--- src/rtl/direction_filter.sv ---
// rtl/direction_filter.sv - joystick synchroniser, debouncer, decoder and tick-aligned heading commit
module direction_filter #(
   parameter int         DEBOUNCE_CYCLES = 125000,
   parameter int         CNT_W           = 17,
   parameter logic [1:0] INIT_DIR        = 2'b01
) (
   input  logic       clk,
   input  logic       reset,
   input  logic       res_x_one,
   input  logic       res_x_two,
   input  logic       res_y_one,
   input  logic       res_y_two,
   input  logic       upd_tick,
   output logic [0:1] direction,
   output logic       req_pending,
   output logic       rev_reject
);

   // Counter stops one past the accept value so accept fires once per stable pattern
   localparam logic [CNT_W-1:0] CNT_LAST = CNT_W'(DEBOUNCE_CYCLES - 1);
   localparam logic [CNT_W-1:0] CNT_SAT  = CNT_W'(DEBOUNCE_CYCLES);

   logic [3:0]       sync1;
   logic [3:0]       p;
   logic [CNT_W-1:0] cnt;
   logic             accept;
   logic [1:0]       req;
   logic             req_valid;
   logic [1:0]       pending;
   logic [1:0]       dir_q;

   // Two-flop synchroniser; pattern order is {up, right, down, left}
   always_ff @(posedge clk or negedge reset) begin
      if (!reset) begin
         sync1 <= 4'b0000;
         p     <= 4'b0000;
      end else begin
         sync1 <= {res_y_one, res_x_one, res_y_two, res_x_two};
         p     <= sync1;
      end
   end

   // A new sample differing from p restarts the count; the pattern is accepted
   // on the cycle the count reaches DEBOUNCE_CYCLES-1, giving 2+DEBOUNCE_CYCLES latency
   assign accept = (sync1 == p) && (cnt == CNT_LAST);

   // Debounce counter, saturating after the accept cycle
   always_ff @(posedge clk or negedge reset) begin
      if (!reset) begin
         cnt <= '0;
      end else if (sync1 != p) begin
         cnt <= '0;
      end else if (cnt == CNT_LAST) begin
         cnt <= CNT_SAT;
      end else if (cnt != CNT_SAT) begin
         cnt <= cnt + 1'b1;
      end
   end

   // One-hot decode of the accepted pattern; centred or diagonal yields no request
   always_comb begin
      req       = 2'b00;
      req_valid = 1'b0;
      unique case (p)
         4'b1000: begin req = 2'b00; req_valid = 1'b1; end
         4'b0100: begin req = 2'b01; req_valid = 1'b1; end
         4'b0010: begin req = 2'b10; req_valid = 1'b1; end
         4'b0001: begin req = 2'b11; req_valid = 1'b1; end
         default: begin req = 2'b00; req_valid = 1'b0; end
      endcase
   end

   // Commit on tick unless reversal; a fresh request in the same cycle overrides the clear
   always_ff @(posedge clk or negedge reset) begin
      if (!reset) begin
         pending     <= 2'b00;
         req_pending <= 1'b0;
         rev_reject  <= 1'b0;
         dir_q       <= INIT_DIR;
      end else begin
         rev_reject <= 1'b0;
         if (upd_tick && req_pending) begin
            req_pending <= 1'b0;
            if (pending == (dir_q ^ 2'b10)) begin
               rev_reject <= 1'b1;
            end else begin
               dir_q <= pending;
            end
         end
         if (accept && req_valid) begin
            pending     <= req;
            req_pending <= 1'b1;
         end
      end
   end

   assign direction = dir_q;

endmodule

--- config.mk ---
export PLATFORM = sky130hd
export DESIGN_NAME = direction_filter
export DESIGN_NICKNAME = d
export VERILOG_FILES = /design/src/rtl/direction_filter.sv
export SDC_FILE = /design/constraint.sdc
export NUM_CORES = 1
export LEC_CHECK = 0
export BUFFER_PORTS_ARGS = -buffer_cell sky130_fd_sc_hd__buf_4
export CAP_MARGIN = 20
export CORE_MARGIN = 10
export CORE_UTILIZATION = 45
export DETAILED_ROUTE_END_ITERATION = 16
export HOLD_SLACK_MARGIN = 0.03
export PLACE_DENSITY = 0.69
export SLEW_MARGIN = 20
export SYNTH_ARGS = -nofsm -noshare
export SYNTH_HDL_FRONTEND = slang
export SYNTH_SLANG_ARGS = --single-unit
--- constraint.sdc ---
create_clock -name clk -period 2.1 [get_ports clk]
set_input_delay 0.525 -clock clk [delete_from_list [all_inputs] [get_ports clk]]
set_output_delay 0.525 -clock clk [all_outputs]
set_load 0.02 [all_outputs]
* After elaboration in Yosys (flattened, before gate mapping)
Cells that the tools add are included.
** Word-level totals
- Output and inout bits :: 4
- Bits in registers :: 31
- Word-level logic and storage cells :: 35
** Cells by class
- $add $sub $neg :: 1
- Multiplexer cells :: 9
- Eq/ne operators :: 9
- Reductions and logical operators :: 7
- Bitwise operators :: 2
** Operator list (number)
- 17-bit two-way mux :: 3
- 17-bit by 1-bit adder with 17-bit output (second input constant) :: 1
- 17-bit equality test (second input constant) :: 1
- 17-bit inequality test (second input constant) :: 1
- 2-bit case mux with 3 select lines :: 1
- 1-bit two-way mux :: 5
- 4-bit by 1-bit equality test with 1-bit output (second input constant) :: 1
- 4-bit by 2-bit equality test with 1-bit output (second input constant) :: 1
- 4-bit by 3-bit equality test with 1-bit output (second input constant) :: 1
- 4-bit equality test :: 1
- 4-bit equality test (second input constant) :: 1
- 4-bit inequality test :: 1
- 4-bit OR reduction :: 1
- 1-bit logical AND :: 3
- 3-bit nonzero test :: 1
- 2-bit equality test :: 1
- 1-bit NOT :: 2
- 2-bit AND reduction :: 1
- 2-bit nonzero test :: 1

* Logic depth before layout (Yosys ltp)
Gate-level depths: netlist of run 1.
- Depth after elaboration :: 5
- Gate-level depth with buffers :: 6
- Depth with buffers taken out :: 5

* Least setup slack after synthesis of run 1
Ideal clock, no wire load.
- Path type :: reg-to-reg
- From :: reg cnt[0]
- To :: reg pending[0]
- Slack :: 279 ps
- Data arrival time :: 1697 ps
- Period minus slack after synthesis :: 1821 ps
- Buffers on the path :: 0
- Stages on the path, launching flop included :: 6
- Path through :: dfrtp_1 -> ha_1 -> inv_1 -> or3_4 -> or3_4 -> a211o_1
** On the way
- Cells in the longest elaborated chain, start to end :: 3
** RTL lines
- start: declaration :: line 25 : logic [CNT_W-1:0] cnt;
- start signal: assignment :: line 56 : cnt <= cnt + 1'b1;
- 17-bit equality test :: line 45 : assign accept = (sync1 == p) && (cnt == CNT_LAST);
- 1-bit logical AND :: line 45
- 1-bit logical AND :: line 90 : if (accept && req_valid) begin
- end signal: assignment :: line 91 : pending <= req;
- end: declaration :: line 29 : logic [1:0] pending;
Every way passes these cells.
A chain may end at the register's enable or synchronous reset.

* Final worst setup path of run 1
- From :: reg cnt[0]
- To :: reg pending[1]
Same word-level chain as after synthesis.

==> results.yml, run 1 <==
job:
  maxCapViolCount: 0
timing:
  finalSetupTns_ps: 0
  rsz0062_at_grt: "no"
  fin_crit_sh: 0.924
  setup_violations: 0
  worstMarginPinSlew_ps: 415
  post-route-min-period_ps: 1940
  finalHoldViolations: 0
  fmax_ghz: 0.515
  fin_worst_skew_ps: 7.24
  relSlewSlack: 0.723
  drv_slew: 0
yosys:
  yosys.area_share.simple: 0.239
  syn-instance-count: 152
  synth_compound_area_frac: 0.100
  yosysTopAreaCell: "dfrtp_1"
  synthTopCellsByArea: "dfrtp_1 (48%), xnor2_1 (6.1%), xor2_1 (3.9%)"
  ys_seq_elements: 31
  synth_xor_area_frac: 0.100
  seq_area_frac_synth: 0.494
  syn-cell-area_sq_um: 1570
  ys_types: 36
  synth_top_family_by_area: "simple AND/OR/NAND/NOR gates"
  syn_area_per_cell_sq_um: 10.3
  synthAdderAreaFrac: 0.0159
  yosysWarnings: 0
  synth_top_area_frac: 0.477
  synthMuxAreaShare: 0.0215
  syn_nets: 161
final_layout:
  layout-drive-gt1-share: 0.192
  layout_commonest_cell: "dfrtp_1"
  num_antenna_cells: 0
  final_cell_mix: "dfrtp_1 (30), nor2_1 (15), buf_4 (13)"
  finalNonFillerCells: 213
  area_growth_pct: 11.7
  nets: 175
power_and_ir_drop:
  peakVddDrop_mv: 0.370
  powerDensity_nw_per_um2: 568
  p_leak_nw: 0.693
grt:
  globalRouteOverflowTotal: 0
  antenna_found_initial: 0
  grt_pass1_wl_um: 5060
  grt_pass1_vias: 1085
  grt_max_degree: 32
  grt_usage: 0.101
die:
  ioPinCount: 11
  rows: 21
  initial_core_util: 0.468
  fp.dieW_um: 79.1
  die_area_sq_um: 6260
  die_y_um: 79.1
  core_area_sq_um: 3360
clock_tree:
  clk_pin_slew_worst_paths_ps: 100
  clkSinkCount: 31
  cts_setup_buffers: 0
  cts-root-buf: "clkbuf_4"
  h-tree-depth: 2
  cts_tree: "done"
  numCtsBuffers: 5
  clk_path_buf_depth: 2
  insertion_delay_ps: 330
  hold_buffers: 0
setup_path:
  critPathLaunchType: "flop"
  endpoint_kind: "flop"
  cp_num_buf_inv: 1
  crit_arrival_ps: 2160
  crit_top_cell: "or3_4"
  cp_slowest_cell: "dfrtp_1"
  crit_chain: "ha_2 -> inv_1 -> or3_4 -> or3_4 -> a211o_1"
  r2r_cells: 5
  path_depth: 5
  cpPeakStageDelay_ps: 460
  crit_type: "flop to flop"
  critPathMaxFanout: 7
  cp_top_family: "simple AND/OR/NAND/NOR gates"
  worst-endpoint-required_ps: 2320
route:
  ant_nets: 0
  first_pass_iters: 4
  vias: 1149
  wire_per_inst_um: 13.5
  drt_iter0_drc: 84
  route.detailed.drc: 0
  viasPerCell: 5.39
  routed_wl_um: 2870
hold_path:
  min_path_type: "input port to asynchronous set/reset pin"
placed_design:
  io_buffer_count: 10
  gp_congestion: 0.828
  dp.final_hpwl_um: 2050
  dp_cells: 205
run_status:
  status: "complete, no violations"
[layer usage]
| metal | up-vias | GRT usage | share of wire | routed length (um) |
|---|---|---|---|---|
| met5 | - | 0 | 0 | 0 |
| met4 | 0 | 0.0484 | 0.018 | 51 |
| met3 | 6 | 0.0360 | 0.039 | 112 |
| met2 | 18 | 0.153 | 0.46 | 1330 |
| met1 | 547 | 0.123 | 0.48 | 1380 |
| li1 | 578 | - | - | - |
[where the power goes]
part	switching [W]	total, W	internal, W	leakage [nW]
registers	0.0000145	0.000620	0.000605	0.411
logic	0.0000259	0.0000478	0.0000220	0.253
clock network	0.000199	0.000329	0.000130	0.0293
[area by class of cell]
| cell class | count | area [sq um] |
|---|---|---|
| fill | 311 | 1610 |
| clock inverter | 1 | 5.00 |
| sequential | 31 | 777 |
| clock buffer | 7 | 45.0 |
| timing repair buffer | 13 | 97.6 |
| inverter | 6 | 22.5 |
| multi-input combinational | 109 | 752 |
| tap | 46 | 57.6 |
[final timing paths]
check	from	to	slack (ps)
max	cnt[0]	pending[1]	160
min	reset	cnt[1]	100
max reg2reg	cnt[0]	pending[1]	160
min reg2reg	sync1[3]	p[3]	400
max in group asynchronous	reset	direction[1]	1680
min in group clk	res_x_one	sync1[2]	300
[sequential cells by signal (all words and copies together), names as in the netlist]
register     count
direction        2
rev_reject       1
cnt             17
sync1            4
pending          2
p                4
req_pending      1
[cell families (layout without fill, tap and decap cells)]
| logic type | count (synthesis) | in the layout |
|---|---|---|
| AOI/OAI and AO/OA | 24 | 24 |
| muxes | 3 | 3 |
| DFF | 31 | 31 |
| xor gates and xnor gates | 18 | 18 |
| buffers and inverters | 12 | 27 |
| adders and majority gates | 2 | 2 |
| and+or+nand+nor | 62 | 62 |
[Yosys cell counts]
cell type / instances
o22ai_1: 1
nand2_1: 8
nand3_1: 9
o31a_2: 1
o21ai_0: 7
nor4b_4: 1
or3_1: 1
o211ai_1: 1
or3_4: 2
xnor2_1: 11
and3_1: 2
nand4_4: 1
or4_1: 1
and2_1: 1
and4bb_2: 1
a21oi_1: 5
o31ai_1: 4
nor2b_1: 1
and4_2: 1
clkbuf_1: 5
inv_1: 6
nand4b_1: 2
xor2_1: 7
a211o_1: 2
nor4_1: 4
ha_1: 2
nor2_1: 15
buf_2: 1
and4_1: 1
dfstp_2: 1
o21bai_2: 1
mux2_2: 3
nor3_1: 4
nand4_1: 7
dfrtp_1: 30
a211oi_1: 2
[worst reg2reg max path, delay by kind of cell (launching register included)]
family                     cells  cell delay (ps)
and+or+nand+nor                2              720
DFF                            1              460
AOI/OAI and AO/OA              1              290
adders and majority gates      1              260
buffers and inverters          1              100
[stage by stage]
stage | total power, W | hold WS, ps | utilization | setup slack (ps) | instance area (sq um)
2_1_floorplan | 0.000654 | 229 | - | 279 | 1570
3_3_place_gp | 0.000678 | 382 | 0.507 | 206 | 1700
3_5_place_dp | 0.000681 | 379 | 0.507 | 133 | 1700
4_1_cts | 0.00101 | 108 | 0.522 | 115 | 1750
5_1_grt | 0.00104 | 114 | 0.522 | 25.9 | 1760
6_report | 0.000997 | 105 | 0.522 | 159 | 1760
[repair_timing]
action	4_1_cts	5_1_grt
endpoints found under the setup margin	0	2
resized for setup	0	1
endpoints found under the hold margin	0	0
Note: power is estimated with default switching activity, not from simulation.
==> inputs of run 2 (changes only) <==
--- a/config.mk
+++ b/config.mk
@@ -7,7 +7,6 @@
 export LEC_CHECK = 0
 export BUFFER_PORTS_ARGS = -buffer_cell sky130_fd_sc_hd__buf_4
 export CAP_MARGIN = 20
-export CORE_MARGIN = 10
 export CORE_UTILIZATION = 45
 export DETAILED_ROUTE_END_ITERATION = 16
 export HOLD_SLACK_MARGIN = 0.03
==> run 2 against run 1 <==
Against the previous run: clock-buffer cell count decreased by 2; sequential share of layout area decreased by 0.71 points; final cell count unchanged; non-clock buffer count unchanged; sequential cell count unchanged; cell area increased by 1.6%; register-to-register slack got worse by 40 ps.
==> results.yml, run 2 (same netlist as run 1, synthesis figures left out) <==
route:
  first_pass_iters: 4
  ant_nets: 0
  drt_iter0_drc: 43
  viasPerCell: 5.41
  routed_wl_um: 2810
  vias: 1152
  wire_per_inst_um: 13.2
  route.detailed.drc: 0
setup_path:
  reg2reg_slack_ps: 120
  r2r-end: "pending[0]"
  r2r_cells: 5
  worst-endpoint-required_ps: 2340
  critPathMaxFanout: 7
  cp_num_buf_inv: 1
  crit_chain: "ha_1 -> inv_1 -> or3_4 -> or3_4 -> a211o_1"
  crit_path_end: "pending[0]"
  path_depth: 5
  crit_arrival_ps: 2220
  crit_type: "flop to flop"
  cp_top_family: "simple AND/OR/NAND/NOR gates"
  endpoint_kind: "flop"
  crit_top_cell: "or3_4"
  cpPeakStageDelay_ps: 460
  critPathLaunchType: "flop"
  cp_slowest_cell: "dfrtp_1"
  cp-startpoint: "cnt[0]"
  r2r-start: "cnt[0]"
clock_tree:
  cts_setup_buffers: 0
  hold_buffers: 0
  clk_pin_slew_worst_paths_ps: 100
  insertion_delay_ps: 350
  cts_tree: "done"
  h-tree-depth: 2
  cts-root-buf: "clkbuf_4"
  clk_path_buf_depth: 2
  ctsResizeCount: 0
  numCtsBuffers: 5
  clkSinkCount: 31
final_layout:
  nets: 175
  finalNonFillerCells: 213
  layout_commonest_cell: "dfrtp_1"
  design_area_sq_um: 1790
  reg_top3: "cnt x17, p x4, sync1 x4"
  num_antenna_cells: 0
  largest_reg_flops: 17
  layout-drive-gt1-share: 0.198
  fillers: 308
  fin_util: 0.535
  final_cell_mix: "dfrtp_1 (30), nor2_1 (15), buf_4 (13)"
  largest-register: "cnt"
  area_growth_pct: 13.5
die:
  die_area_sq_um: 3740
  initial_core_util: 0.471
  fp.dieW_um: 61.1
  core_area_sq_um: 3340
  rows: 21
  ioPinCount: 11
  die_y_um: 61.1
placed_design:
  io_buffer_count: 10
  dp.final_hpwl_um: 2050
  gp_congestion: 0.872
  dp_cells: 205
  dpl_cell_area_sq_um: 1700
  post-place-ws_ps: 159
timing:
  worstMarginPinSlew_ps: 410
  setup_violations: 0
  rsz0062_at_grt: "no"
  drv_slew: 0
  post-route-min-period_ps: 1980
  fmax_ghz: 0.505
  finalHoldViolations: 0
  fin_crit_sh: 0.943
  relSlewSlack: 0.726
  fin_worst_skew_ps: 11.6
  setup_ws_ps: 119
  finalSetupTns_ps: 0
job:
  maxCapViolCount: 0
power_and_ir_drop:
  powerDensity_nw_per_um2: 635
  p_leak_nw: 0.712
  peakVddDrop_mv: 0.408
grt:
  antenna_found_initial: 0
  grt_usage: 0.188
  globalRouteOverflowTotal: 0
  grt_pass1_wl_um: 4900
  grt_pass1_vias: 1165
  grt_max_degree: 32
hold_path:
  min_path_type: "input port to asynchronous set/reset pin"
run_status:
  status: "complete, no violations"
## run 2: layout make-up
cell class | instances | area (sq um) | share of cell area
clock inverter | 3 | 43.8 | 0.0245
multi-input combinational | 109 | 749 | 0.420
clock buffer | 5 | 37.5 | 0.0210
tap | 46 | 57.6 | 0.0322
sequential | 31 | 777 | 0.435
timing repair buffer | 13 | 97.6 | 0.0547
inverter | 6 | 22.5 | 0.0126
## run 2: metal layers
metal / vias up / part of all wire / global-route usage
met5: - / 0 / 0
met4: 0 / 0.029 / 0.133
met2: 27 / 0.49 / 0.301
met1: 545 / 0.45 / 0.218
met3: 8 / 0.033 / 0.0504
li1: 572 / - / -
## run 2: power breakdown
group          total [W]  switching (W)  internal (W)
Sequential      0.000620      0.0000143      0.000605
Combinational  0.0000476      0.0000256     0.0000220
Clock           0.000466       0.000216      0.000250
## run 2: worst reg2reg max path, stage by stage, from the launching register on
cell and delay, ps:
dfrtp_1 460, ha_1 270, inv_1 120, or3_4 370, or3_4 350, a211o_1 300
## run 2: worst min-delay path by stage
stage | start | to | slack [ps]
2_1_floorplan | reset | cnt[0] | 230
3_3_place_gp | sync1[3] | p[3] | 380
3_5_place_dp | sync1[3] | p[3] | 390
4_1_cts | reset | cnt[10] | 90
5_1_grt | reset | cnt[1] | 100
6_report | reset | cnt[16] | 80
## run 2: metrics by stage
stage / power, W / hold WS (ps)
after floorplan: 0.000654 / 229
after global placement: 0.000678 / 380
after detailed placement: 0.000681 / 387
after CTS: 0.00114 / 92.4
after global routing: 0.00117 / 100
final: 0.00113 / 77.7
